### src/rtl/bnn_layer_seq.sv
// ---------------------------------------------------------------------------
// bnn_layer_seq
//   Binary neural network layer. A latched N_IN-bit input vector is scored
//   against N_NEURONS XNOR/popcount/threshold neurons, one neuron per clock,
//   through a single shared datapath. Weights and thresholds are loaded at
//   runtime through a config stream while the block is idle.
//
// Ports
//   clk        : clock, rising edge
//   reset      : asynchronous active-high reset
//   cfg_valid  : config word present
//   cfg_sel    : 0 = weight word, 1 = threshold word
//   cfg_data   : weight (all bits) or threshold (low CNT_W bits)
//   cfg_ready  : config word accepted when cfg_valid & cfg_ready
//   in_valid   : input vector present
//   in_data    : binary input vector
//   in_ready   : idle, input vector can be accepted
//   out_valid  : result held on out_data
//   out_data   : bit i = activation of neuron i
//   out_ready  : downstream accepts result
//   busy       : computing or holding a result
// ---------------------------------------------------------------------------
module bnn_layer_seq #(
    parameter int N_IN      = 6,
    parameter int N_NEURONS = 4,
    parameter int CNT_W     = $clog2(N_IN + 1),
    parameter int THR_RST   = N_IN / 2
) (
    input  logic                 clk,
    input  logic                 reset,
    input  logic                 cfg_valid,
    input  logic                 cfg_sel,
    input  logic [N_IN-1:0]      cfg_data,
    output logic                 cfg_ready,
    input  logic                 in_valid,
    input  logic [N_IN-1:0]      in_data,
    output logic                 in_ready,
    output logic                 out_valid,
    output logic [N_NEURONS-1:0] out_data,
    input  logic                 out_ready,
    output logic                 busy
);

    localparam int               IDX_W    = (N_NEURONS > 1) ? $clog2(N_NEURONS) : 1;
    localparam logic [IDX_W-1:0] IDX_LAST = IDX_W'(N_NEURONS - 1);
    localparam logic [CNT_W-1:0] THR_INIT = CNT_W'(THR_RST);

    typedef enum logic [1:0] {
        S_IDLE    = 2'd0,
        S_COMPUTE = 2'd1,
        S_DONE    = 2'd2
    } state_t;

    state_t               r_state;
    state_t               w_state_nxt;

    logic [N_IN-1:0]      r_weights [N_NEURONS];
    logic [CNT_W-1:0]     r_thr     [N_NEURONS];
    logic [IDX_W-1:0]     r_wptr;
    logic [IDX_W-1:0]     r_tptr;
    logic [IDX_W-1:0]     r_idx;
    logic [N_IN-1:0]      r_latched;
    logic [N_NEURONS-1:0] r_out_data;

    logic                 w_idle;
    logic                 w_cfg_wr;
    logic                 w_accept;
    logic                 w_last;
    logic [N_IN-1:0]      w_match;
    logic [CNT_W-1:0]     w_pop;
    logic                 w_fire;

    function automatic logic [CNT_W-1:0] popcount(input logic [N_IN-1:0] v);
        logic [CNT_W-1:0] c;
        c = '0;
        for (int i = 0; i < N_IN; i++) begin
            c = c + CNT_W'(v[i]);
        end
        return c;
    endfunction

    function automatic logic [IDX_W-1:0] ptr_inc(input logic [IDX_W-1:0] p);
        return (p == IDX_LAST) ? '0 : p + 1'b1;
    endfunction

    assign w_idle   = (r_state == S_IDLE);
    assign w_cfg_wr = w_idle && cfg_valid;
    assign w_accept = w_idle && in_valid;
    assign w_last   = (r_idx == IDX_LAST);

    // Shared neuron datapath: agreement count between input and weight row.
    assign w_match  = ~(r_latched ^ r_weights[r_idx]);
    assign w_pop    = popcount(w_match);
    assign w_fire   = (w_pop >= r_thr[r_idx]);

    assign out_data = r_out_data;

    always_ff @(posedge clk or posedge reset) begin
        if (reset) begin
            r_state <= S_IDLE;
        end else begin
            r_state <= w_state_nxt;
        end
    end

    always_comb begin
        w_state_nxt = r_state;
        in_ready    = 1'b0;
        cfg_ready   = 1'b0;
        out_valid   = 1'b0;
        busy        = 1'b0;
        case (r_state)
            S_IDLE: begin
                in_ready  = 1'b1;
                cfg_ready = 1'b1;
                if (in_valid) begin
                    w_state_nxt = S_COMPUTE;
                end
            end
            S_COMPUTE: begin
                busy = 1'b1;
                if (w_last) begin
                    w_state_nxt = S_DONE;
                end
            end
            S_DONE: begin
                busy      = 1'b1;
                out_valid = 1'b1;
                if (out_ready) begin
                    w_state_nxt = S_IDLE;
                end
            end
            default: begin
                w_state_nxt = S_IDLE;
            end
        endcase
    end

    // Config storage. Writes only land while idle, so the table is frozen
    // for the whole evaluation of a vector; a write on the accepting edge is
    // already visible to the first neuron evaluated.
    always_ff @(posedge clk or posedge reset) begin
        if (reset) begin
            for (int i = 0; i < N_NEURONS; i++) begin
                r_weights[i] <= '0;
                r_thr[i]     <= THR_INIT;
            end
            r_wptr <= '0;
            r_tptr <= '0;
        end else if (w_cfg_wr) begin
            if (!cfg_sel) begin
                r_weights[r_wptr] <= cfg_data;
                r_wptr            <= ptr_inc(r_wptr);
            end else begin
                r_thr[r_tptr] <= cfg_data[CNT_W-1:0];
                r_tptr        <= ptr_inc(r_tptr);
            end
        end
    end

    // Evaluation sequencer: one neuron per clock, index wraps back to 0 after
    // the last neuron so it never addresses past the table.
    always_ff @(posedge clk or posedge reset) begin
        if (reset) begin
            r_latched  <= '0;
            r_idx      <= '0;
            r_out_data <= '0;
        end else begin
            if (w_accept) begin
                r_latched <= in_data;
                r_idx     <= '0;
            end else if (r_state == S_COMPUTE) begin
                r_out_data[r_idx] <= w_fire;
                r_idx             <= w_last ? '0 : r_idx + 1'b1;
            end
        end
    end

endmodule

### config.mk
export PLATFORM = sky130hd
export DESIGN_NAME = bnn_layer_seq
export DESIGN_NICKNAME = d
export VERILOG_FILES = /design/src/rtl/bnn_layer_seq.sv
export SDC_FILE = /design/constraint.sdc
export NUM_CORES = 1
export LEC_CHECK = 0
export CORE_ASPECT_RATIO = 1.1
export CORE_MARGIN = 3
export CORE_UTILIZATION = 55
export CTS_CLUSTER_DIAMETER = 60
export DETAILED_ROUTE_END_ITERATION = 8
export MAX_ROUTING_LAYER = met4
export PLACE_DENSITY_LB_ADDON = 0.2
export SYNTH_ARGS = -nofsm -noshare
export SYNTH_HDL_FRONTEND = slang
export SYNTH_SLANG_ARGS = --single-unit
### constraint.sdc
create_clock -name clk -period 4.85 [get_ports clk]
set_clock_uncertainty 0.05 [all_clocks]
set_input_delay 0.7275 -clock clk [delete_from_list [all_inputs] [get_ports clk]]
set_output_delay 0.7275 -clock clk [all_outputs]
set_load 0.02 [all_outputs]
==> results of run 1 <==
area by class of cell:
type,instances,area (µm²)
Clock buffer,7,86.3
Clock inverter,1,30.0
Fill cell,349,1580
Inverter,18,67.6
Multi-Input combinational cell,126,1330
Sequential cell,54,1360
Tap cell,56,70.1
Timing Repair Buffer,26,258
cell families after synthesis:
family | Yosys count | share of synthesized area [%]
buf+inv | 25 | 4.49
fa+ha+maj | 22 | 10.6
compound gates | 12 | 2.31
simple gates | 27 | 5.11
xor+xnor | 6 | 1.87
flops | 54 | 48.3
mux | 59 | 27.3
final timing paths:
check | to | start | depth (start not counted)
min | r_weights[22] | r_weights[22] | 1
max in group asynchronous | out_data[0] | reset | 2
min in group asynchronous | r_thr[5] | reset | 2
max reg2reg | out_data[3] | r_idx[1] | 11
min reg2reg | r_weights[22] | r_weights[22] | 1
max | out_data[3] | r_idx[1] | 11
sequential cells by signal, summed over array words and instances (netlist names):
name and cells:
r_tptr 2, r_thr 12, out_data 4, r_idx 2, r_wptr 2, r_state 2, r_weights 24, r_latched 6
per-stage QoR:
step | utilization (%) | setup slack [ns] | std cells | hold WS [ns]
2_1_floorplan | - | 1.08 | 205 | 0.409
3_3_place_gp | 64.5 | 1.10 | 280 | 0.427
3_5_place_dp | 64.5 | 0.902 | 280 | 0.436
4_1_cts | 67.0 | 0.885 | 288 | 0.459
5_1_grt | 67.0 | 0.682 | 288 | 0.475
6_report | 67.0 | 0.901 | 288 | 0.458
synthesized netlist by cell type:
library cell and n:
nand2_1 13, mux2_1 1, mux2i_1 6, buf_2 2, o21ai_0 8, buf_6 3, a222oi_1 1, buf_4 2
nand2b_1 1, mux2_2 42, inv_1 18, nand2_4 3, xnor2_1 4, dfrtp_1 46, mux4_2 7, mux4_1 2
nor2_1 3, nand4b_1 1, a21oi_1 3, and3b_1 1, xor2_1 2, ha_1 19, and3_1 1, dfstp_2 8
fa_1 3, nand3_1 4, mux2_4 1
layer usage:
| metal | vias up | global-route usage [%] | wire length [µm] |
|---|---|---|---|
| li1 | 759 | - | - |
| met1 | 839 | 24.6 | 2120 |
| met2 | 24 | 35.4 | 2930 |
| met3 | 8 | 3.71 | 115 |
| met4 | 0 | 4.27 | 53 |
| met5 | - | - | 0 |
cell usage in the layout, fill, tap and decap left out, drive strengths merged:
cell           instances
dfrtp                 46
nand3                  4
buf                    1
ha                    19
o21ai                  8
inv                   18
and3b                  1
clkdlybuf4s50         25
xnor2                  4
mux2                  44
dfstp                  8
and3                   1
nand2b                 1
nand2                 16
nor2                   3
clkbuf                 7
fa                     3
xor2                   2
nand4b                 1
bufinv                 1
mux4                   9
a21oi                  3
mux2i                  6
a222oi                 1
==> run_results.csv, run 1 <==
group,metric,value,unit
critical_path,worstSetupPathType,"reg -> reg",
worst_hold_path,holdCritPathClass,"reg -> reg",
critical_path,cp_max_fo,13,
yosys,netlist_instances,205,
cts,cts_resized,0,
timing,fmaxAchievable,253,MHz
timing,slew_headroom,28.2,%
cts,cts.root.buffer_cell,"clkbuf_8",
die,row_count,26,
critical_path,cp_cell_sequence,"mux4_2 -> xnor2_1 -> fa_1 -> inv_1 -> fa_1 -> inv_1 -> ha_1 -> fa_1 -> ha_1 -> a21oi_1 -> o21ai_0",
critical_path,cp.arrival,4.07,ns
critical_path,startpoint_type,"flip-flop",
cts,clk-insertion-delay-late,0.30,ns
flow_run,max-cap-violations,0,
yosys,synth_top_area_share,40.9,%
layout,area_growth_syn_to_layout,13.7,%
drt,viasPerCell,5.66,
grt,grt_max_degree,55,
layout,design_area,3200,µm²
grt,antenna_found_initial,0,
yosys,syn_area,2820,µm²
die,fp.dieArea,6020,µm²
placed_design,placed_cell_area,3090,µm²
die,core,4780,µm²
die,fp.dieH,81.1,µm
yosys,synth_seq_cells,54,
layout,fin_nets,271,
critical_path,r2r_slack,0.90,ns
timing,hold_violations,0,
drt,drc,0,
layout,drive_above_1_share,30.2,%
timing,tightest_slew,1.08,ns
placed_design,place.detailed.hpwl,3960,µm
grt,grt_pass1_wl,8800,µm
timing,period_share,81.4,%
cts,clockBufferDepth,2,
run_status,outcome,"finished clean",
critical_path,end_kind,"flip-flop",
drt,wl_per_cell,18.1,µm
grt,grtUsageTotal,20.3,%
timing,final-setup-viol-count,0,
timing,min_period,3.95,ns
yosys,ys_types,27,
cts,htreeDepth,2,
yosys,yosysSeqAreaShare,48.3,%
drt,drtAntennaViolNets,0,
yosys,synth_fp_nets,245,
cts,clk_pin_slew,0.09,ns
yosys,synth_area_leaders,"dfrtp_1 41%, mux2_2 17%, ha_1 8.4%, dfstp_2 7.5%, mux4_2 5.6%",
cts,numCtsBuffers,5,
die,die_w,74.2,µm
timing,setup-tns-final,0,ns
critical_path,cp_num_buf_inv,2,
timing,maxSlewViolCount,0,
cts,clock_sinks,54,
layout,n_antenna_cell,0,
cts,cts_setup_buffers,0,
cts,hold_buffers,0,
yosys,synth.largest_area_cell,"dfrtp_1",
drt,vias,1630,
critical_path,timing.critical_path.mode_cell,"fa_1",
drt,wl,5220,µm
yosys,syn_avg_cell_area,13.7,µm²
placed_design,port_buffers,25,
grt,overflow,0,
drt,first_iter_violations,55,
die,initial_utilization,58.9,%
cts,cts_tree,"yes",
placed_design,gp_congestion,0.888,
critical_path,cp_slowest_cell,"dfrtp_1",
grt,grt_pass1_vias,1735,
critical_path,worstPathRequired,4.97,ns
drt,dr.pass1.iters,6,
critical_path,cp_top_family,"adder cells",
die,ioPinCount,26,
critical_path,critPathMaxStageDelay,0.69,ns
timing,rsz0062_at_grt,"false",
yosys,ys_warn_count,0,
Power of run 1 is left out: the tool's default activity adds up to more than one toggle a clock period on the data nets, which glitch-free logic cannot reach.
==> inputs of run 2 (changes only) <==
clock period = 3.78 ns   (was 4.85 ns; I/O delays follow)
==> run 2 against run 1 <==
  * Non-clock buffer count up 1
  * Maximum frequency up 8.8%
  * Global-route usage down 0.52 points
  * Core utilization down 0.21 points
  * Critical endpoint is now out_data[2]
  * Via count down 0.37%
  * Sequential cell count unchanged
  * Worst hold slack worse by 0.0022 ns
  * Count of clock-buffer cells in the layout unchanged
  * Largest cell class unchanged
  * Final cell count up 0.35%
  * Highest routed layer unchanged
==> run_results.csv, run 2 (synthesis results as in run 1) <==
group,metric,value,unit
run_status,outcome,"finished clean",
grt,grt_pass1_vias,1747,
critical_path,cp.arrival,3.77,ns
placed_design,place_worst_setup_slack,-0.0113,ns
drt,viasPerCell,5.62,
timing,hold_slack,0.456,ns
cts,clk_pin_slew,0.09,ns
die,fp.dieH,81.1,µm
die,die_w,74.2,µm
timing,fmaxAchievable,275,MHz
cts,hold_buffers,0,
placed_design,gp_congestion,0.878,
layout,drive_above_1_share,31.8,%
timing,hold_violations,0,
cts,cts.root.buffer_cell,"clkbuf_8",
cts,cts_tree,"yes",
grt,grt_max_degree,55,
cts,htreeDepth,2,
critical_path,startpoint_type,"flip-flop",
die,ioPinCount,26,
die,core,4780,µm²
placed_design,port_buffers,25,
critical_path,end_kind,"flip-flop",
grt,overflow,0,
critical_path,cp_max_fo,4,
flow_run,max-cap-violations,0,
layout,largest_reg_flops,24,
worst_hold_path,holdCritPathClass,"reg -> reg",
timing,setup-tns-final,0,ns
critical_path,worstSetupPathType,"reg -> reg",
cts,clk-insertion-delay-late,0.30,ns
layout,reg.largest.list,"r_weights (24), r_thr (12), r_latched (6)",
layout,fin_nets,272,
layout,fillers,348,
timing,slew_headroom,27.6,%
timing,min_period,3.63,ns
timing,period_share,96.0,%
grt,antenna_found_initial,0,
cts,clockBufferDepth,2,
drt,wl_per_cell,17.8,µm
timing,rsz0062_at_grt,"false",
drt,vias,1624,
timing,tightest_slew,1.09,ns
die,initial_utilization,58.9,%
drt,dr.pass1.iters,4,
timing,final-setup-viol-count,0,
critical_path,worstPathRequired,3.92,ns
die,row_count,26,
cts,clock_sinks,54,
placed_design,place.detailed.hpwl,3890,µm
timing,maxSlewViolCount,0,
grt,grt_pass1_wl,8620,µm
die,fp.dieArea,6020,µm²
drt,first_iter_violations,51,
timing,layout_setup_ws,0.150,ns
layout,layout_common_cells,"45 x dfrtp_1, 42 x mux2_2, 25 x clkdlybuf4s50_1",
drt,wl,5130,µm
drt,drc,0,
layout,layout_commonest_cell,"dfrtp_1",
layout,area_growth_syn_to_layout,13.3,%
drt,drtAntennaViolNets,0,
layout,n_antenna_cell,0,
cts,numCtsBuffers,5,
grt,grtUsageTotal,19.7,%
layout,top_register,"r_weights",
-- run 2: layout make-up --
type	instances	area, µm²	share of cell area (%)
Tap cell	56	70.1	2.20
Clock inverter	1	7.51	0.235
Sequential cell	54	1360	42.7
Multi-Input combinational cell	126	1340	42.1
Clock buffer	7	76.3	2.39
Timing Repair Buffer	27	265	8.31
Inverter	18	67.6	2.12
-- run 2: path summary, 6_finish.rpt --
kind                          startpoint            end  slack (ns)  cells after the start
max                             r_idx[0]    out_data[2]        0.15                     11
min                        r_weights[20]  r_weights[20]        0.46                      1
max reg2reg                     r_idx[0]    out_data[2]        0.15                     11
min reg2reg                r_weights[20]  r_weights[20]        0.46                      1
max in group asynchronous          reset       r_idx[0]        2.15                      2
min in group asynchronous          reset       r_thr[8]        0.80                      2
-- run 2: critical path, cell delays in order (launching register included) --
cell and delay (ns):
dfrtp_2 0.43, mux4_2 0.54, xnor2_2 0.17, fa_1 0.53, inv_1 0.05, fa_1 0.47
inv_1 0.04, ha_2 0.18, fa_1 0.44, ha_1 0.31, a21oi_2 0.22, o21ai_1 0.10
-- run 2: routing by layer --
layer  up-vias  share of wire [%]  track usage, %
met3         8                2.1            3.96
met4         0                1.3            5.69
met1       834                 42            23.0
met5         -                  0               -
met2        20                 55            34.5
li1        762                  -               -
-- run 2: what timing repair did --
action | in CTS | in global routing
gates resized for setup | 1 | 7
setup buffers | 0 | 0
setup endpoints to repair | 4 | 4
pin swaps | 0 | 6
-- run 2: stage by stage --
step,std cells,util [%],area [µm²]
detailed placement,281,64.7,3090
global placement,281,64.7,3090
global route,289,66.7,3190
floorplan,205,-,2820
CTS,289,66.5,3180
finish,289,66.7,3190
Power of run 2 is left out for the same reason.
==> inputs of run 3 (changes only) <==
ABC_CLOCK_PERIOD_IN_PS = 4000   (was unset)
clock period = 4 ns   (was 3.78 ns; I/O delays follow)
==> run 3 against run 2 <==
  * Worst hold slack hardly changed
  * Final cell count stayed put
  * Die area stayed put
  * Worst setup slack better by 0.11 ns
  * Final area is 0.35% lower
  * Core utilization is 0.24 points lower
  * Critical path depth stayed put
  * Non-clock buffer count stayed put
  * Count of clock-buffer cells in the layout stayed put
  * Maximum frequency is 3.0% lower
  * Via count is 0.31% higher
  * Highest routed layer unchanged
==> run_results.csv, run 3 (synthesis results as in run 1) <==
group,metric,value,unit
timing,hold_violations,0,
timing,min_period,3.74,ns
cts,clk-insertion-delay-late,0.30,ns
placed_design,place_worst_setup_slack,0.209,ns
drt,first_iter_violations,69,
grt,overflow,0,
critical_path,critPathMaxStageDelay,0.54,ns
drt,viasPerCell,5.64,
grt,grt.busiest_layer,"met2",
die,fp.dieH,81.1,µm
drt,drtAntennaViolNets,0,
drt,dr.pass1.iters,4,
placed_design,gp_congestion,0.878,
flow_run,max-cap-violations,0,
timing,maxSlewViolCount,0,
run_status,outcome,"finished clean",
critical_path,startpoint_type,"flip-flop",
grt,grtUsageMet2,34.5,%
grt,met3_usage,3.96,%
layout,reg.largest.list,"r_weights (24), r_thr (12), r_latched (6)",
timing,tightest_slew,1.08,ns
cts,htreeDepth,2,
layout,final-instance-count-excl-fill,289,
layout,drive_above_1_share,30.5,%
layout,top_register,"r_weights",
grt,use_met1,23.0,%
grt,grt_pass1_wl,8620,µm
cts,clock_sinks,54,
timing,period_share,93.6,%
timing,layout_setup_ws,0.257,ns
placed_design,placed_cells,281,
grt,grt_pass1_vias,1747,
grt,antenna_found_initial,0,
timing,fmaxAchievable,267,MHz
placed_design,place.detailed.hpwl,3890,µm
timing,hold_slack,0.456,ns
cts,cts.root.buffer_cell,"clkbuf_8",
cts,cts_tree,"yes",
layout,fillers,348,
layout,largest_reg_flops,24,
critical_path,timing.critical_path.mode_cell,"fa_1",
layout,layout_common_cells,"46 x dfrtp_1, 42 x mux2_2, 25 x clkdlybuf4s50_1",
critical_path,worstSetupPathType,"reg -> reg",
layout,design_area,3180,µm²
cts,clockBufferDepth,2,
critical_path,cp_max_fo,4,
drt,drc,0,
layout,fin_nets,272,
die,core,4780,µm²
timing,final-setup-viol-count,0,
layout,area_growth_syn_to_layout,12.9,%
die,die_w,74.2,µm
drt,vias,1629,
grt,grtUsageTotal,19.7,%
die,initial_utilization,58.9,%
timing,slew_headroom,27.7,%
grt,grt_max_degree,55,
critical_path,worstPathRequired,4.14,ns
placed_design,placed_cell_area,3090,µm²
cts,numCtsBuffers,5,
critical_path,cp_cell_sequence,"mux4_2 -> xnor2_1 -> fa_1 -> inv_1 -> fa_1 -> inv_1 -> ha_1 -> fa_1 -> ha_1 -> a21oi_2 -> o21ai_0",
drt,wl,5120,µm
layout,n_antenna_cell,0,
cts,clk_pin_slew,0.09,ns
placed_design,port_buffers,25,
drt,wl_per_cell,17.7,µm
critical_path,cp.arrival,3.88,ns
die,ioPinCount,26,
die,fp.dieArea,6020,µm²
worst_hold_path,holdCritPathClass,"reg -> reg",
critical_path,cp_slowest_cell,"fa_1",
critical_path,end_kind,"flip-flop",
layout,layout_commonest_cell,"dfrtp_1",
die,row_count,26,
==> run 3: cell count changes in the layout (fill, tap and decap cells not counted) <==
| cell | previous run | this run |
|---|---|---|
| dfrtp_1 | 45 | 46 |
| dfrtp_2 | 1 | 0 |
| ha_1 | 18 | 19 |
| ha_2 | 1 | 0 |
| o21ai_0 | 4 | 8 |
| o21ai_1 | 4 | 0 |
| xnor2_1 | 3 | 4 |
| xnor2_2 | 1 | 0 |
==> run 3: area by class of cell <==
type                       count  area [µm²]  area share, %
tap                           56        70.1           2.20
multi-input combinational    126        1330           41.9
inverter                      18        67.6           2.12
sequential                    54        1360           42.8
timing repair buffer          27         265           8.34
clock inverter                 1        7.51          0.236
clock buffer                   7        76.3           2.40
==> run 3: timing repair <==
action | in CTS | in global routing
gates resized for setup | 0 | 1
hold buffers | 0 | 0
buffers inserted | 0 | 0
setup endpoints to repair | 0 | 4
==> run 3: metrics by stage <==
stage,TNS (ns),util (%)
floorplan,0,-
global placement,0,64.7
detailed placement,0,64.7
CTS,0,66.4
global route,-0.00119,66.5
finish,0,66.5
==> run 3: routing by layer <==
metal / up-vias / share of wire (%)
li1: 761 / -
met1: 837 / 41
met2: 23 / 55
met3: 8 / 2.6
met4: 0 / 1.3
met5: - / 0
==> run 3: worst max-delay path, delay by kind of cell (launching register included) <==
family / cells / cell delay [ns]
compound gates: 2 / 0.31
xor+xnor: 1 / 0.16
fa+ha+maj: 5 / 2.02
buf+inv: 2 / 0.09
flops: 1 / 0.46
mux: 1 / 0.53
==> run 3: worst paths after layout <==
check,startpoint,endpoint,slack (ns),depth (start not counted)
setup / recovery,r_idx[0],out_data[2],0.26,11
hold / removal,r_weights[20],r_weights[20],0.46,1
hold reg to reg,r_weights[20],r_weights[20],0.46,1
max in group asynchronous,reset,r_weights[9],2.40,2
setup reg to reg,r_idx[0],out_data[2],0.26,11
min in group asynchronous,reset,r_thr[8],0.83,2
Power of run 3 is left out for the same reason.
